[src/rtl/fifo_pkg.sv]
// Shared FIFO constants, arbiter state encoding and elaboration-time helpers.
package fifo_pkg;

  localparam int unsigned FIFO_DW    = 32;
  localparam int unsigned FIFO_DEPTH = 512;

  typedef enum logic [0:0] {
    ST_IDLE  = 1'b0,
    ST_GRANT = 1'b1
  } arb_state_e;

  function automatic int unsigned clog2(input int unsigned value);
    int unsigned res;
    int unsigned v;
    res = 0;
    v   = (value > 0) ? value - 1 : 0;
    while (v > 0) begin
      res++;
      v = v >> 1;
    end
    return res;
  endfunction

endpackage

[src/rtl/rr_pick.sv]
// Combinational round-robin picker: first set request at or after ptr, wrapping mod NREQ.
module rr_pick
  import fifo_pkg::*;
#(
  parameter int unsigned NREQ = 4,
  parameter int unsigned IDW  = 2
) (
  input  logic [NREQ-1:0] req,
  input  logic [IDW-1:0]  ptr,
  output logic            any_req,
  output logic [IDW-1:0]  idx
);

  logic [NREQ-1:0] rot;
  logic [IDW-1:0]  rot_idx;

  // Explicit wrap so non-power-of-two NREQ never indexes past the vector.
  function automatic logic [IDW-1:0] wrap_add(input logic [IDW-1:0] base, input int unsigned off);
    int unsigned s;
    s = 32'(base) + off;
    if (s >= NREQ) s = s - NREQ;
    return IDW'(s);
  endfunction

  always_comb begin
    rot = '0;
    for (int unsigned i = 0; i < NREQ; i++) begin
      rot[i] = req[wrap_add(ptr, i)];
    end
  end

  always_comb begin
    rot_idx = '0;
    for (int i = int'(NREQ) - 1; i >= 0; i--) begin
      if (rot[i]) rot_idx = IDW'(i);
    end
  end

  assign any_req = |req;
  assign idx     = wrap_add(ptr, 32'(rot_idx));

endmodule

[src/rtl/fifo_wr_arbiter.sv]
// Round-robin arbiter sharing one FIFO write port among NREQ valid/ready producers,
// with grants capped at BURST words.
module fifo_wr_arbiter
  import fifo_pkg::*;
#(
  parameter int unsigned NREQ  = 4,
  parameter int unsigned DW    = FIFO_DW,
  parameter int unsigned BURST = 4,
  parameter int unsigned IDW   = 2
) (
  input  logic               clk,
  input  logic               reset,
  input  logic [NREQ-1:0]    req_valid,
  input  logic [NREQ*DW-1:0] req_data,
  output logic [NREQ-1:0]    req_ready,
  input  logic               fifo_full,
  output logic               fifo_wr_en,
  output logic [DW-1:0]      fifo_wr_data,
  output logic               grant_valid,
  output logic [IDW-1:0]     grant_id,
  output logic [15:0]        xfer_cnt
);

  localparam int unsigned    BCW       = clog2(BURST) + 1;
  localparam logic [BCW-1:0] LAST_BEAT = BCW'(BURST - 1);

  arb_state_e     state_q, state_d;
  logic [IDW-1:0] rr_ptr_q, rr_ptr_d;
  logic [IDW-1:0] owner_q, owner_d;
  logic [IDW-1:0] pick_idx;
  logic [BCW-1:0] beat_cnt_q, beat_cnt_d;
  logic [15:0]    xfer_cnt_q, xfer_cnt_d;
  logic [DW-1:0]  wr_data_q, wr_data_d;
  logic [DW-1:0]  owner_data;
  logic           any_req;
  logic           owner_valid;
  logic           xfer;

  rr_pick #(
    .NREQ(NREQ),
    .IDW (IDW)
  ) u_rr_pick (
    .req    (req_valid),
    .ptr    (rr_ptr_q),
    .any_req(any_req),
    .idx    (pick_idx)
  );

  assign owner_valid = req_valid[owner_q];
  assign owner_data  = req_data[32'(owner_q) * DW +: DW];

  always_comb begin
    state_d    = state_q;
    rr_ptr_d   = rr_ptr_q;
    owner_d    = owner_q;
    beat_cnt_d = beat_cnt_q;
    xfer_cnt_d = xfer_cnt_q;
    wr_data_d  = wr_data_q;
    req_ready  = '0;
    xfer       = 1'b0;

    unique case (state_q)
      ST_IDLE: begin
        if (any_req) begin
          owner_d    = pick_idx;
          beat_cnt_d = '0;
          state_d    = ST_GRANT;
        end
      end
      ST_GRANT: begin
        req_ready[owner_q] = ~fifo_full;
        xfer               = owner_valid & ~fifo_full;
        if (xfer) begin
          beat_cnt_d = beat_cnt_q + BCW'(1);
          xfer_cnt_d = xfer_cnt_q + 16'd1;
          wr_data_d  = owner_data;
        end
        if ((xfer && (beat_cnt_q == LAST_BEAT)) || !owner_valid) begin
          rr_ptr_d = (owner_q == IDW'(NREQ - 1)) ? '0 : owner_q + IDW'(1);
          state_d  = ST_IDLE;
        end
      end
      default: state_d = ST_IDLE;
    endcase

    // A burst interrupted by reset must not leak a write or a handshake.
    if (reset) begin
      req_ready = '0;
      xfer      = 1'b0;
    end
  end

  always_ff @(posedge clk) begin
    if (reset) begin
      state_q    <= ST_IDLE;
      rr_ptr_q   <= '0;
      owner_q    <= '0;
      beat_cnt_q <= '0;
      xfer_cnt_q <= '0;
      wr_data_q  <= '0;
    end else begin
      state_q    <= state_d;
      rr_ptr_q   <= rr_ptr_d;
      owner_q    <= owner_d;
      beat_cnt_q <= beat_cnt_d;
      xfer_cnt_q <= xfer_cnt_d;
      wr_data_q  <= wr_data_d;
    end
  end

  assign fifo_wr_en   = xfer;
  assign fifo_wr_data = xfer ? owner_data : wr_data_q;
  assign grant_valid  = (state_q == ST_GRANT);
  assign grant_id     = owner_q;
  assign xfer_cnt     = xfer_cnt_q;

endmodule
[config.mk]
export PLATFORM = sky130hd
export DESIGN_NAME = fifo_wr_arbiter
export DESIGN_NICKNAME = d
export VERILOG_FILES = /design/src/rtl/fifo_pkg.sv /design/src/rtl/rr_pick.sv /design/src/rtl/fifo_wr_arbiter.sv
export SDC_FILE = /design/constraint.sdc
export NUM_CORES = 1
export LEC_CHECK = 0
export BUFFER_PORTS_ARGS = -buffer_cell sky130_fd_sc_hd__buf_2
export CAP_MARGIN = 40
export CELL_PAD_IN_SITES_DETAIL_PLACEMENT = 1
export CELL_PAD_IN_SITES_GLOBAL_PLACEMENT = 1
export CORE_UTILIZATION = 30
export DETAILED_ROUTE_END_ITERATION = 8
export PLACE_DENSITY_LB_ADDON = 0.1
export SETUP_SLACK_MARGIN = 0.4
export SLEW_MARGIN = 30
export SYNTH_ARGS = -nofsm -noshare
export SYNTH_HDL_FRONTEND = slang
export SYNTH_SLANG_ARGS = --single-unit
[constraint.sdc]
create_clock -name clk -period 2.6 [get_ports clk]
set_clock_uncertainty 0.2 [all_clocks]
set_input_delay 0.52 -clock clk [delete_from_list [all_inputs] [get_ports clk]]
set_output_delay 0.52 -clock clk [all_outputs]
set_load 0.01 [all_outputs]
# Yosys cells after proc, flatten, opt, wreduce, memory -nomap -nowiden
# Cells that the tools add are included.
[totals]
out_inout_bits = 56
input_bits = 135
regBits = 56
word_cells = 80
[classes]
n_lt_le_gt_ge = 11
shifts = 1
mux = 33
n_addsub = 12
bitwise = 4
eq_ne = 4
reduce_logical = 9
[op_table]
columns = ["operator", "count"]
rows = [
  ["128-bit by 8-bit variable part select with 32-bit output", 1],
  ["32-bit two-way mux", 1],
  ["2-bit two-way mux", 10],
  ["16-bit by 1-bit adder with 16-bit output, second input constant", 1],
  ["2-bit by 3-bit < comparator with 1-bit output, second input constant", 5],
  ["3-bit >= comparator, second input constant", 4],
  ["1-bit binary-select mux with 2-bit select", 5],
  ["1-bit two-way mux", 10],
  ["2-bit by 1-bit subtractor with 2-bit output, second input constant", 5],
  ["4-bit two-way mux", 2],
  ["2-bit AND reduction", 4],
  ["2-bit by 2-bit adder with 3-bit output, second input constant", 2],
  ["3-bit two-way mux", 2],
  ["3-bit case mux with 2 select lines", 1],
  ["4-bit bitwise AND", 1],
  ["4-bit OR reduction", 1],
  ["2-bit by 1-bit adder with 3-bit output, second input constant", 1],
  ["2-bit by 2-bit adder with 3-bit output", 1],
  ["3-bit by 1-bit adder with 3-bit output, second input constant", 1],
  ["3-bit by 2-bit equality test with 1-bit output, second input constant", 1],
  ["2-bit by 3-bit >= comparator with 1-bit output, second input constant", 1],
  ["2-bit by 1-bit adder with 2-bit output, second input constant", 1],
  ["1-bit demux with 2-bit select", 1],
  ["2-bit equality test, second input constant", 1],
  ["other kinds (9)", 11],
]

# Logic depth before layout (Yosys ltp)
# Gate-level depths: netlist (run 1).
[depth]
word_depth = 12
mapped_depth = 9
depth_no_buf = 8

# By module
# Synthesis (run 1) repeated with hierarchy kept, for this count alone.
[hier_totals]
hier_cells = 340
hier_area_um2 = 3550.9
[modules_own_cells]
columns = ["mod", "cells_each", "area_each_um2", "n_inst", "seq_area_each_um2"]
rows = [
  ["fifo_wr_arbiter", 313, 3369.5, 1, 1121.1],
  ["rr_pick", 27, 181.4, 1, 0.0],
]

# Worst setup path before layout (run 1)
# OpenSTA, ideal clock, no wires.
[synth_path]
kind = "input -> output"
from = "input port req_valid[2]"
to = "output port fifo_wr_data[10]"
n_path_buf = 3
cell_stages = 6
t_required_ps = 1880
path_slack_ps = 95
arrival_time_ps = 1785
cell_sequence = "buf_2 mux4_2 buf_6 nand2_4 buf_2 a21o_1"
[synth_between]
elab_chain_len = 6
[synth_lines]
columns = ["element", "line_no", "text"]
rows = [
  ["start: declaration", "fifo_wr_arbiter.sv:13", "input logic [NREQ-1:0] req_valid,"],
  ["1-bit binary-select mux with 2-bit select", "fifo_wr_arbiter.sv:49", "assign owner_valid = req_valid[owner_q];"],
  ["1-bit two-way mux (not written as such)", "fifo_wr_arbiter.sv:49", ""],
  ["1-bit bitwise AND", "fifo_wr_arbiter.sv:72", "xfer = owner_valid & ~fifo_full;"],
  ["1-bit two-way mux", "fifo_wr_arbiter.sv:62", "unique case (state_q)"],
  ["1-bit two-way mux", "fifo_wr_arbiter.sv:87", "if (reset) begin"],
  ["32-bit two-way mux", "fifo_wr_arbiter.sv:112", "assign fifo_wr_data = xfer ? owner_data : wr_data_q;"],
  ["end: declaration", "fifo_wr_arbiter.sv:18", "output logic [DW-1:0] fifo_wr_data,"],
]
# Every way passes these cells. The select of a mux whose other input is x is not followed.

# Worst setup path after layout (run 1)
[layout_path]
from = "register owner_q[0], in the netlist grant_id[0]"
to = "output port fifo_wr_data[16]"
[layout_between]
elab_chain_len = 6
elab_cells_between_ends = 7
classes_between = "shift (1); mux (5); bitwise (1)"
[layout_lines]
columns = ["element", "line_no", "text"]
rows = [
  ["start: declaration", "fifo_wr_arbiter.sv:29", "logic [IDW-1:0] owner_q, owner_d;"],
  ["start signal: assignment", "fifo_wr_arbiter.sv:104", "owner_q <= owner_d;"],
  ["parallel branches: the longest is 5 deep, another holds 128-bit by 8-bit variable part select with 32-bit output", "-", ""],
  ["32-bit two-way mux *", "fifo_wr_arbiter.sv:112", ""],
]
# Every way passes the cells marked *. The select of a mux whose other input is x is not followed.

==> impl_metrics.tcl, run 1 <==
set metrics [dict create \
    first_pass_iters 4 \
    rows 39 \
    wire_per_inst_um 19.2 \
    setup_ws_ns -0.164 \
    route.detailed.drc 0 \
    finalSetupViolCount 32 \
    routed_wl_mm 13.8 \
    diodes 0 \
    yosys_warnings 0 \
    fin_nets 718 \
    worstPathArrival_ns 2.04 \
    grt_max_degree 31 \
    port-buffer-count 190 \
    dieArea_um2 12300 \
    yosys.area.top_type_share_pct 31.6 \
    synth-edff-count 0 \
    finalCriticalPeriod_ns 2.76 \
    violations "negative setup slack" \
    cts_max_level 2 \
    vias_per_cell 5.21 \
    grt_pass1_vias 3891 \
    synth-seq-cells 56 \
    layout-drive-gt1-share_pct 63.2 \
    synthArstFlopShare_pct 0 \
    synth.avg_cell_area_um2 10.5 \
    antenna_found_initial 0 \
    clk_latency_ns 0.30 \
    initial_core_util_pct 30.9 \
    cp_max_fo 6 \
    gr-usage-all-layers_pct 21.0 \
    gp_congestion 0.709 \
    grt_pass1_wl_mm 20.2 \
    critPathRequiredTime_ns 1.88 \
    cp-end-kind "output port" \
    fmax_ghz 0.362 \
    hold_path.class "flip-flop to flip-flop" \
    drv_cap 0 \
    critPathKind "flip-flop to output port" \
    final_hold_viol_count 0 \
    yosys-top-cells-area "dfxtp_1 (32%), mux4_2 (21%), a21o_1 (14%), and3_1 (5.8%), ha_1 (2.8%)" \
    mappedNetlistNets 482 \
    start_kind "flip-flop" \
    p_total_uw 3030 \
    cts-root-buf "clkbuf_16" \
    die_y_um 111 \
    drt_iter0_drc 117 \
    peakVddDrop_uv 299 \
    final_antenna_net_count 0 \
    max_slew_margin_pct 66.0 \
    hold_buffers 0 \
    synthToLayoutAreaGrowth_pct 70.8 \
    p_per_area_nw_per_um2 500 \
    cts-buffers-inserted 5 \
    setup_tns_ns -4.20 \
    syn_inst 339 \
    fill_cells 1294 \
    drv_slew 0 \
    vias 3747 \
    yosysUniqueCellTypes 46 \
    cts_max_path_buffers 2 \
    final_common_cell "buf_2" \
    coreArea_um2 11500 \
    tritoncts "done" \
    synth_area_um2 3550 \
    die_x_um 111 \
    cts_sinks 56 \
    synth_largest_area_cell "dfxtp_1" \
    grt_overflow 0 \
    ys_seq_area_share_pct 31.6 \
    synthFlopType "dfxtp_1" \
    rsz0062_at_grt "true" \
    p_leak_uw 0.00321 \
    post-route-period-util_pct 106 \
    most-common-layout-cells "buf_2 (180), a21o_1 (64), dfxtp_1 (53)" \
    hpwl_mm 8.24 \
    worst_slew_pin_slew_ns 0.505 \
    clk_pin_slew_ns 0.08 \
    io_pins 191 \
    status "finished with violations" \
]
-- where the power goes --
part / switching (uW) / internal [uW]
sequential: 42.2 / 905
clock: 349 / 459
combinational: 543 / 729
-- final cells by class --
class	instances	area, um^2	area share (%)
Clock buffer	5	125	2.07
Tap cell	143	179	2.95
Clock inverter	3	47.5	0.785
Multi-Input combinational cell	256	2690	44.5
Inverter	4	27.5	0.455
Timing Repair Buffer	252	1850	30.6
Sequential cell	56	1130	18.7
-- sequential cells by signal (all words and copies together) (netlist names) --
name,flops
xfer_cnt,16
grant_valid,1
rr_ptr_q,2
wr_data_q,32
beat_cnt_q,3
grant_id,2
-- timing repair --
action	in CTS	in global routing
pin swaps	17	27
resized for setup	70	48
setup endpoints to repair	35	92
endpoints found under the hold margin	0	0
setup buffers	13	20
gates cloned	12	6
-- critical path, cell delays in order (launching register included) --
cell and delay (ns):
dfxtp_4 0.39, buf_6 0.14, buf_12 0.11, buf_16 0.12
mux4_2 0.50, and3_4 0.19, a21o_1 0.15, buf_2 0.14
-- layer usage --
metal  track usage (%)  up-vias  share of wire (%)
met2              38.4      124                 52
met1              25.7     1848                 43
li1                  -     1767                  -
met4              3.73        0               0.65
met3              3.99        8                4.5
met5                 0        -                  0
-- final timing paths --
check	slack, ns	endpoint	cells past startpoint	startpoint
worst min-delay path	0.26	wr_data_q[18]	1	wr_data_q[18]
worst max register to register	0.08	wr_data_q[12]	9	grant_id[0]
worst max-delay path	-0.16	fifo_wr_data[16]	7	grant_id[0]
worst min register to register	0.26	wr_data_q[18]	1	wr_data_q[18]
-- cells in the mapped netlist, types with 6 or more instances --
cell type	count
a21o_1	64
and2_1	6
and3_1	33
buf_2	10
clkbuf_1	11
dfxtp_1	56
ha_1	8
mux4_2	33
nand2_1	10
nand4_1	6
nor2_1	24
o21ai_0	7
xor2_1	9
-- per-stage QoR --
step	hold WS [ns]	worst slack (ns)	cells	util [%]	instance area (um^2)
2_1_floorplan	0.225	0.197	339	-	3620
3_3_place_gp	0.232	-0.0335	660	41.1	4710
3_5_place_dp	0.239	-0.0519	660	41.1	4710
4_1_cts	0.259	-0.148	693	48.6	5570
5_1_grt	0.280	-0.224	719	52.8	6060
6_report	0.259	-0.164	719	52.8	6060
-- cells by family after synthesis --
group / after synthesis / share of synthesized area, %
DFF: 56 / 31.6
buffers and inverters: 32 / 4.80
muxes: 35 / 21.5
adders and majority gates: 8 / 2.82
AOI/OAI and AO/OA: 87 / 18.2
and+or+nand+nor: 108 / 17.9
xor gates and xnor gates: 13 / 3.21
Note: power is estimated with default switching activity, not from simulation.
==> run 2: changes to the inputs <==
- clock period: 2.6 -> 3.5 ns (I/O delays scaled with it)
==> impl_metrics.tcl, run 2 (synthesis results as in run 1) <==
set metrics [dict create \
    status "finished clean" \
    io_pins 191 \
    vias_per_cell 5.13 \
    coreArea_um2 11500 \
    clk_latency_ns 0.30 \
    tritoncts "done" \
    placed_area_um2 4600 \
    vias 3395 \
    diodes 0 \
    fill_cells 1342 \
    max_stage_delay_ns 0.57 \
    p_leak_uw 0.00280 \
    grt_pass1_vias 3644 \
    max_slew_margin_pct 66.1 \
    rows 39 \
    worstPathArrival_ns 2.13 \
    path_cells "buf_2, mux4_2, buf_6, and3_1, a21o_1, buf_2" \
    place_ws_ns 0.329 \
    initial_core_util_pct 30.9 \
    first_pass_iters 4 \
    hold_path.class "flip-flop to flip-flop" \
    antenna_found_initial 0 \
    gp_congestion 0.717 \
    most-common-layout-cells "buf_2 (190), a21o_1 (64), dfxtp_1 (54)" \
    final_area_um2 4820 \
    largest_reg_flops 32 \
    drt_iter0_drc 115 \
    final_common_cell "buf_2" \
    rsz0062_at_grt "false" \
    crit_family "multiplexers" \
    holdCritStartpoint "wr_data_q[28]" \
    hpwl_mm 7.90 \
    cts_max_path_buffers 2 \
    fin_nets 661 \
    reg2reg_setup_slack_ns 0.95 \
    cts-root-buf "clkbuf_16" \
    hold_buffers 0 \
    r2r-start "grant_id[0]" \
    drv_cap 0 \
    critPathRequiredTime_ns 2.60 \
    cp-end-kind "output port" \
    die_y_um 111 \
    fmax_ghz 0.330 \
    slowest_stage "mux4_2" \
    hold_end "wr_data_q[28]" \
    rr_endpoint "wr_data_q[6]" \
    drv_slew 0 \
    hold_depth 1 \
    synthToLayoutAreaGrowth_pct 35.9 \
    grt_pass1_wl_mm 17.8 \
    layout-drive-gt1-share_pct 48.0 \
    cts_max_level 2 \
    final_antenna_net_count 0 \
    r2r_cells 7 \
    largest_register "wr_data_q" \
    routed_wl_mm 10.5 \
    final_hold_viol_count 0 \
    grt_overflow 0 \
    critPathBufInv 3 \
    wire_per_inst_um 15.9 \
    start_kind "input pin" \
    dieArea_um2 12300 \
    setup_ws_ns 0.472 \
    cts_sinks 56 \
    critPathKind "input pin to output port" \
    p_total_uw 1850 \
    die_x_um 111 \
    port-buffer-count 190 \
    setup_tns_ns 0 \
    p_per_area_nw_per_um2 384 \
    finalCriticalPeriod_ns 3.03 \
    route.detailed.drc 0 \
    cp_max_fo 24 \
    cts-buffers-inserted 5 \
    grt_max_degree 39 \
    post-route-period-util_pct 86.5 \
    cp_common_cell "buf_2" \
    clk_pin_slew_ns 0.07 \
    worst_slew_pin_slew_ns 0.509 \
    gr-usage-all-layers_pct 18.0 \
    peakVddDrop_uv 242 \
    finalSetupViolCount 0 \
]
run 2: cell types whose count changed in the layout (fill, tap and decap cells not counted), moves of 7 or more:
cell and change:
buf_2 +10, and3_1 +30, buf_16 -7, buf_6 -22
buf_4 -22, and3_4 -30
run 2: worst max-delay path by stage:
stage                                  end    startpoint  cells after the start
after floorplan           fifo_wr_data[10]  req_valid[2]                      6
after global placement     fifo_wr_data[0]  req_valid[2]                      6
after detailed placement   fifo_wr_data[0]  req_valid[0]                      6
after CTS                  fifo_wr_data[0]  req_valid[0]                      6
after global routing       fifo_wr_data[8]  req_valid[0]                      6
final                      fifo_wr_data[1]  req_valid[0]                      6
run 2: what timing repair did:
action / in CTS / in global routing
gates resized for setup: 0 / 2
cloned: 0 / 0
endpoints found under the setup margin: 33 / 33
setup buffers: 2 / 2
run 2: layout make-up:
class	instances	area (um^2)	area share (%)
Clock buffer	6	129	2.67
Clock inverter	2	35.0	0.727
Inverter	4	15.0	0.312
Multi-Input combinational cell	251	2270	47.1
Sequential cell	56	1120	23.3
Tap cell	143	179	3.71
Timing Repair Buffer	200	1070	22.2
run 2: worst reg2reg max path, delay by kind of cell (launching register included):
kind | cells | cell delay [ns]
AO/OA/AOI/OAI | 1 | 0.21
buffers and inverters | 3 | 0.47
flip-flops | 1 | 0.37
multiplexers | 1 | 0.61
AND/OR/NAND/NOR | 2 | 0.63
run 2: layer usage:
metal  wire length, um  up-vias  GRT usage (%)
met2              5080      113           31.3
met5                 0        -              0
met3               621        9           4.37
met4               120        0           4.36
met1              4680     1639           22.3
li1                  -     1634              -
run 2: power breakdown:
| group | switching (uW) | internal [uW] | leakage (uW) |
|---|---|---|---|
| sequential | 28.4 | 671 | 0.000455 |
| combinational | 264 | 314 | 0.00226 |
| clock | 236 | 338 | 0.0000808 |
run 2: per-stage QoR:
step / hold slack (ns) / cells / utilization [%]
floorplan: 0.225 / 339 / -
global placement: 0.233 / 650 / 40.1
detailed placement: 0.243 / 650 / 40.1
CTS: 0.261 / 660 / 41.7
global route: 0.270 / 662 / 42.0
finish: 0.256 / 662 / 42.0
==> run 3: changes to the inputs <==
- ABC_AREA: default -> 1
==> impl_metrics.tcl, run 3 <==
set metrics [dict create \
    die_x_um 113 \
    vias 4678 \
    peakVddDrop_uv 222 \
    hold_end "wr_data_q[5]" \
    coreArea_um2 12000 \
    finalCriticalPeriod_ns 2.92 \
    final_hold_viol_count 0 \
    synth-edff-count 0 \
    p_leak_uw 0.00232 \
    start_kind "flip-flop" \
    startpoint "grant_id[0]" \
    cts_sinks 56 \
    ys_seq_area_share_pct 30.3 \
    synth_area_um2 3700 \
    worstPathArrival_ns 2.02 \
    hpwl_mm 10.2 \
    post-route-period-util_pct 83.4 \
    io_pins 191 \
    rows 40 \
    gp_congestion 0.782 \
    diodes 0 \
    most-common-layout-cells "buf_2 (190), nand2_1 (130), o21ai_0 (130)" \
    clk_pin_slew_ns 0.07 \
    yosysUniqueCellTypes 27 \
    synthArstFlopShare_pct 0 \
    drv_cap 0 \
    p_per_area_nw_per_um2 446 \
    largest_reg_flops 32 \
    vias_per_cell 5.05 \
    hold_path.class "flip-flop to flip-flop" \
    yosys_warnings 0 \
    mappedNetlistNets 751 \
    layout-drive-gt1-share_pct 27.0 \
    r2r_cells 8 \
    synthFlopType "dfxtp_1" \
    final_antenna_net_count 0 \
    cts_max_level 2 \
    hold_depth 2 \
    grt_pass1_vias 4803 \
    grt_max_degree 66 \
    yosys-top-cells-count "nand2_1 (130), o21ai_0 (130), nor2_1 (87)" \
    initial_core_util_pct 30.8 \
    grt_overflow 0 \
    max_stage_delay_ns 0.37 \
    yosys-top-cells-area "dfxtp_1 (30%), o21ai_0 (18%), nand2_1 (13%), nor2_1 (8.8%), inv_1 (6.2%)" \
    reg2reg_setup_slack_ns 1.17 \
    wire_per_inst_um 14.9 \
    rsz0062_at_grt "false" \
    first_pass_iters 4 \
    p_total_uw 2200 \
    synth-seq-cells 56 \
    die_y_um 113 \
    final_common_cell "buf_2" \
    synth.avg_cell_area_um2 6.08 \
    finalSetupViolCount 0 \
    cp-end-kind "output port" \
    clk_latency_ns 0.29 \
    holdCritStartpoint "wr_data_q[5]" \
    routed_wl_mm 13.8 \
    status "finished clean" \
    dieArea_um2 12800 \
    path_cells "inv_2, nor2_1, o21ai_2, nand3_4, nor2_4, bufbuf_16, nand2_1, o21ai_0, buf_2" \
    worst_slew_pin_slew_ns 0.548 \
    setup_tns_ns 0 \
    synthToLayoutAreaGrowth_pct 33.3 \
    yosys.area.top_type_share_pct 30.3 \
    cp_max_fo 33 \
    fill_cells 1685 \
    syn_inst 608 \
    grt_pass1_wl_mm 23.2 \
    drv_slew 0 \
    drt_iter0_drc 121 \
    tritoncts "done" \
    synth_largest_area_cell "dfxtp_1" \
    fmax_ghz 0.342 \
    critPathRequiredTime_ns 2.60 \
    antenna_found_initial 1 \
    cts-buffers-inserted 5 \
    cts_max_path_buffers 2 \
    rr_endpoint "wr_data_q[25]" \
    fin_nets 921 \
    gr-usage-all-layers_pct 22.3 \
    r2r-start "grant_id[0]" \
    slowest_stage "dfxtp_2" \
    max_slew_margin_pct 63.2 \
    route.detailed.drc 0 \
    largest_register "wr_data_q" \
    cts-root-buf "clkbuf_16" \
    port-buffer-count 190 \
    critPathKind "flip-flop to output port" \
]
-- run 3: logic make-up (layout without fill, tap and decap cells) --
family	after synthesis	after routing	share of synthesized area [%]
and+or+nand+nor	246	246	26.6
AOI/OAI and AO/OA	189	189	26.9
buffers and inverters	99	270	11.0
DFF	56	56	30.3
xor gates and xnor gates	9	9	2.13
adders and majority gates	8	8	2.71
muxes	1	1	0.271
-- run 3: layer usage --
metal | part of all wire (%) | routed length, um | up-vias | track usage, %
li1 | - | - | 2339 | -
met1 | 43 | 5950 | 2225 | 26.8
met2 | 50 | 6950 | 105 | 40.5
met3 | 5.5 | 754 | 9 | 5.68
met4 | 0.91 | 125 | 0 | 3.86
met5 | 0 | 0 | - | 0
-- run 3: where the power goes --
group / internal, uW / total, uW / switching (uW)
registers: 693 / 735 / 41.9
logic: 347 / 941 / 594
clock network: 287 / 522 / 235
total: 1330 / 2200 / 871
-- run 3: area by class of cell --
cell class	instances	area (um^2)	area share, %
clock buffer	8	146	2.97
inverter	63	236	4.80
tap	147	184	3.73
multi-input combinational	453	2170	44.0
timing repair buffer	199	1070	21.8
sequential	56	1120	22.8
-- run 3: what timing repair did --
item	4_1_cts	5_1_grt
pin swaps	1	0
endpoints found under the setup margin	15	5
gates cloned	1	0
gates resized for setup	0	1
buffers inserted	1	0
hold buffers	0	0
-- run 3: worst max-delay path by stage --
| stage | end | slack [ns] | cells after the start |
|---|---|---|---|
| 2_1_floorplan | fifo_wr_data[23] | 0.89 | 9 |
| 3_3_place_gp | fifo_wr_data[0] | 0.36 | 11 |
| 3_5_place_dp | fifo_wr_data[0] | 0.35 | 11 |
| 4_1_cts | fifo_wr_data[0] | 0.54 | 6 |
| 5_1_grt | fifo_wr_data[28] | 0.41 | 9 |
| 6_report | fifo_wr_data[28] | 0.58 | 9 |
-- run 3: worst max-delay path: cells and delay by family, from the launching register on --
family	cells	cell delay [ns]
AND/OR/NAND/NOR	4	0.40
buffers and inverters	3	0.66
flip-flops	1	0.37
AO/OA/AOI/OAI	2	0.28
-- run 3: stage by stage --
stage          cells  hold slack, ns  instance area, um^2  setup slack [ns]  utilization [%]
6_report         926           0.260                 4930             0.580             41.0
3_3_place_gp     916           0.246                 4740             0.358             39.5
3_5_place_dp     916           0.252                 4740             0.349             39.5
4_1_cts          926           0.265                 4930             0.544             41.0
5_1_grt          926           0.288                 4930             0.412             41.0
2_1_floorplan    608           0.233                 3700             0.888                -
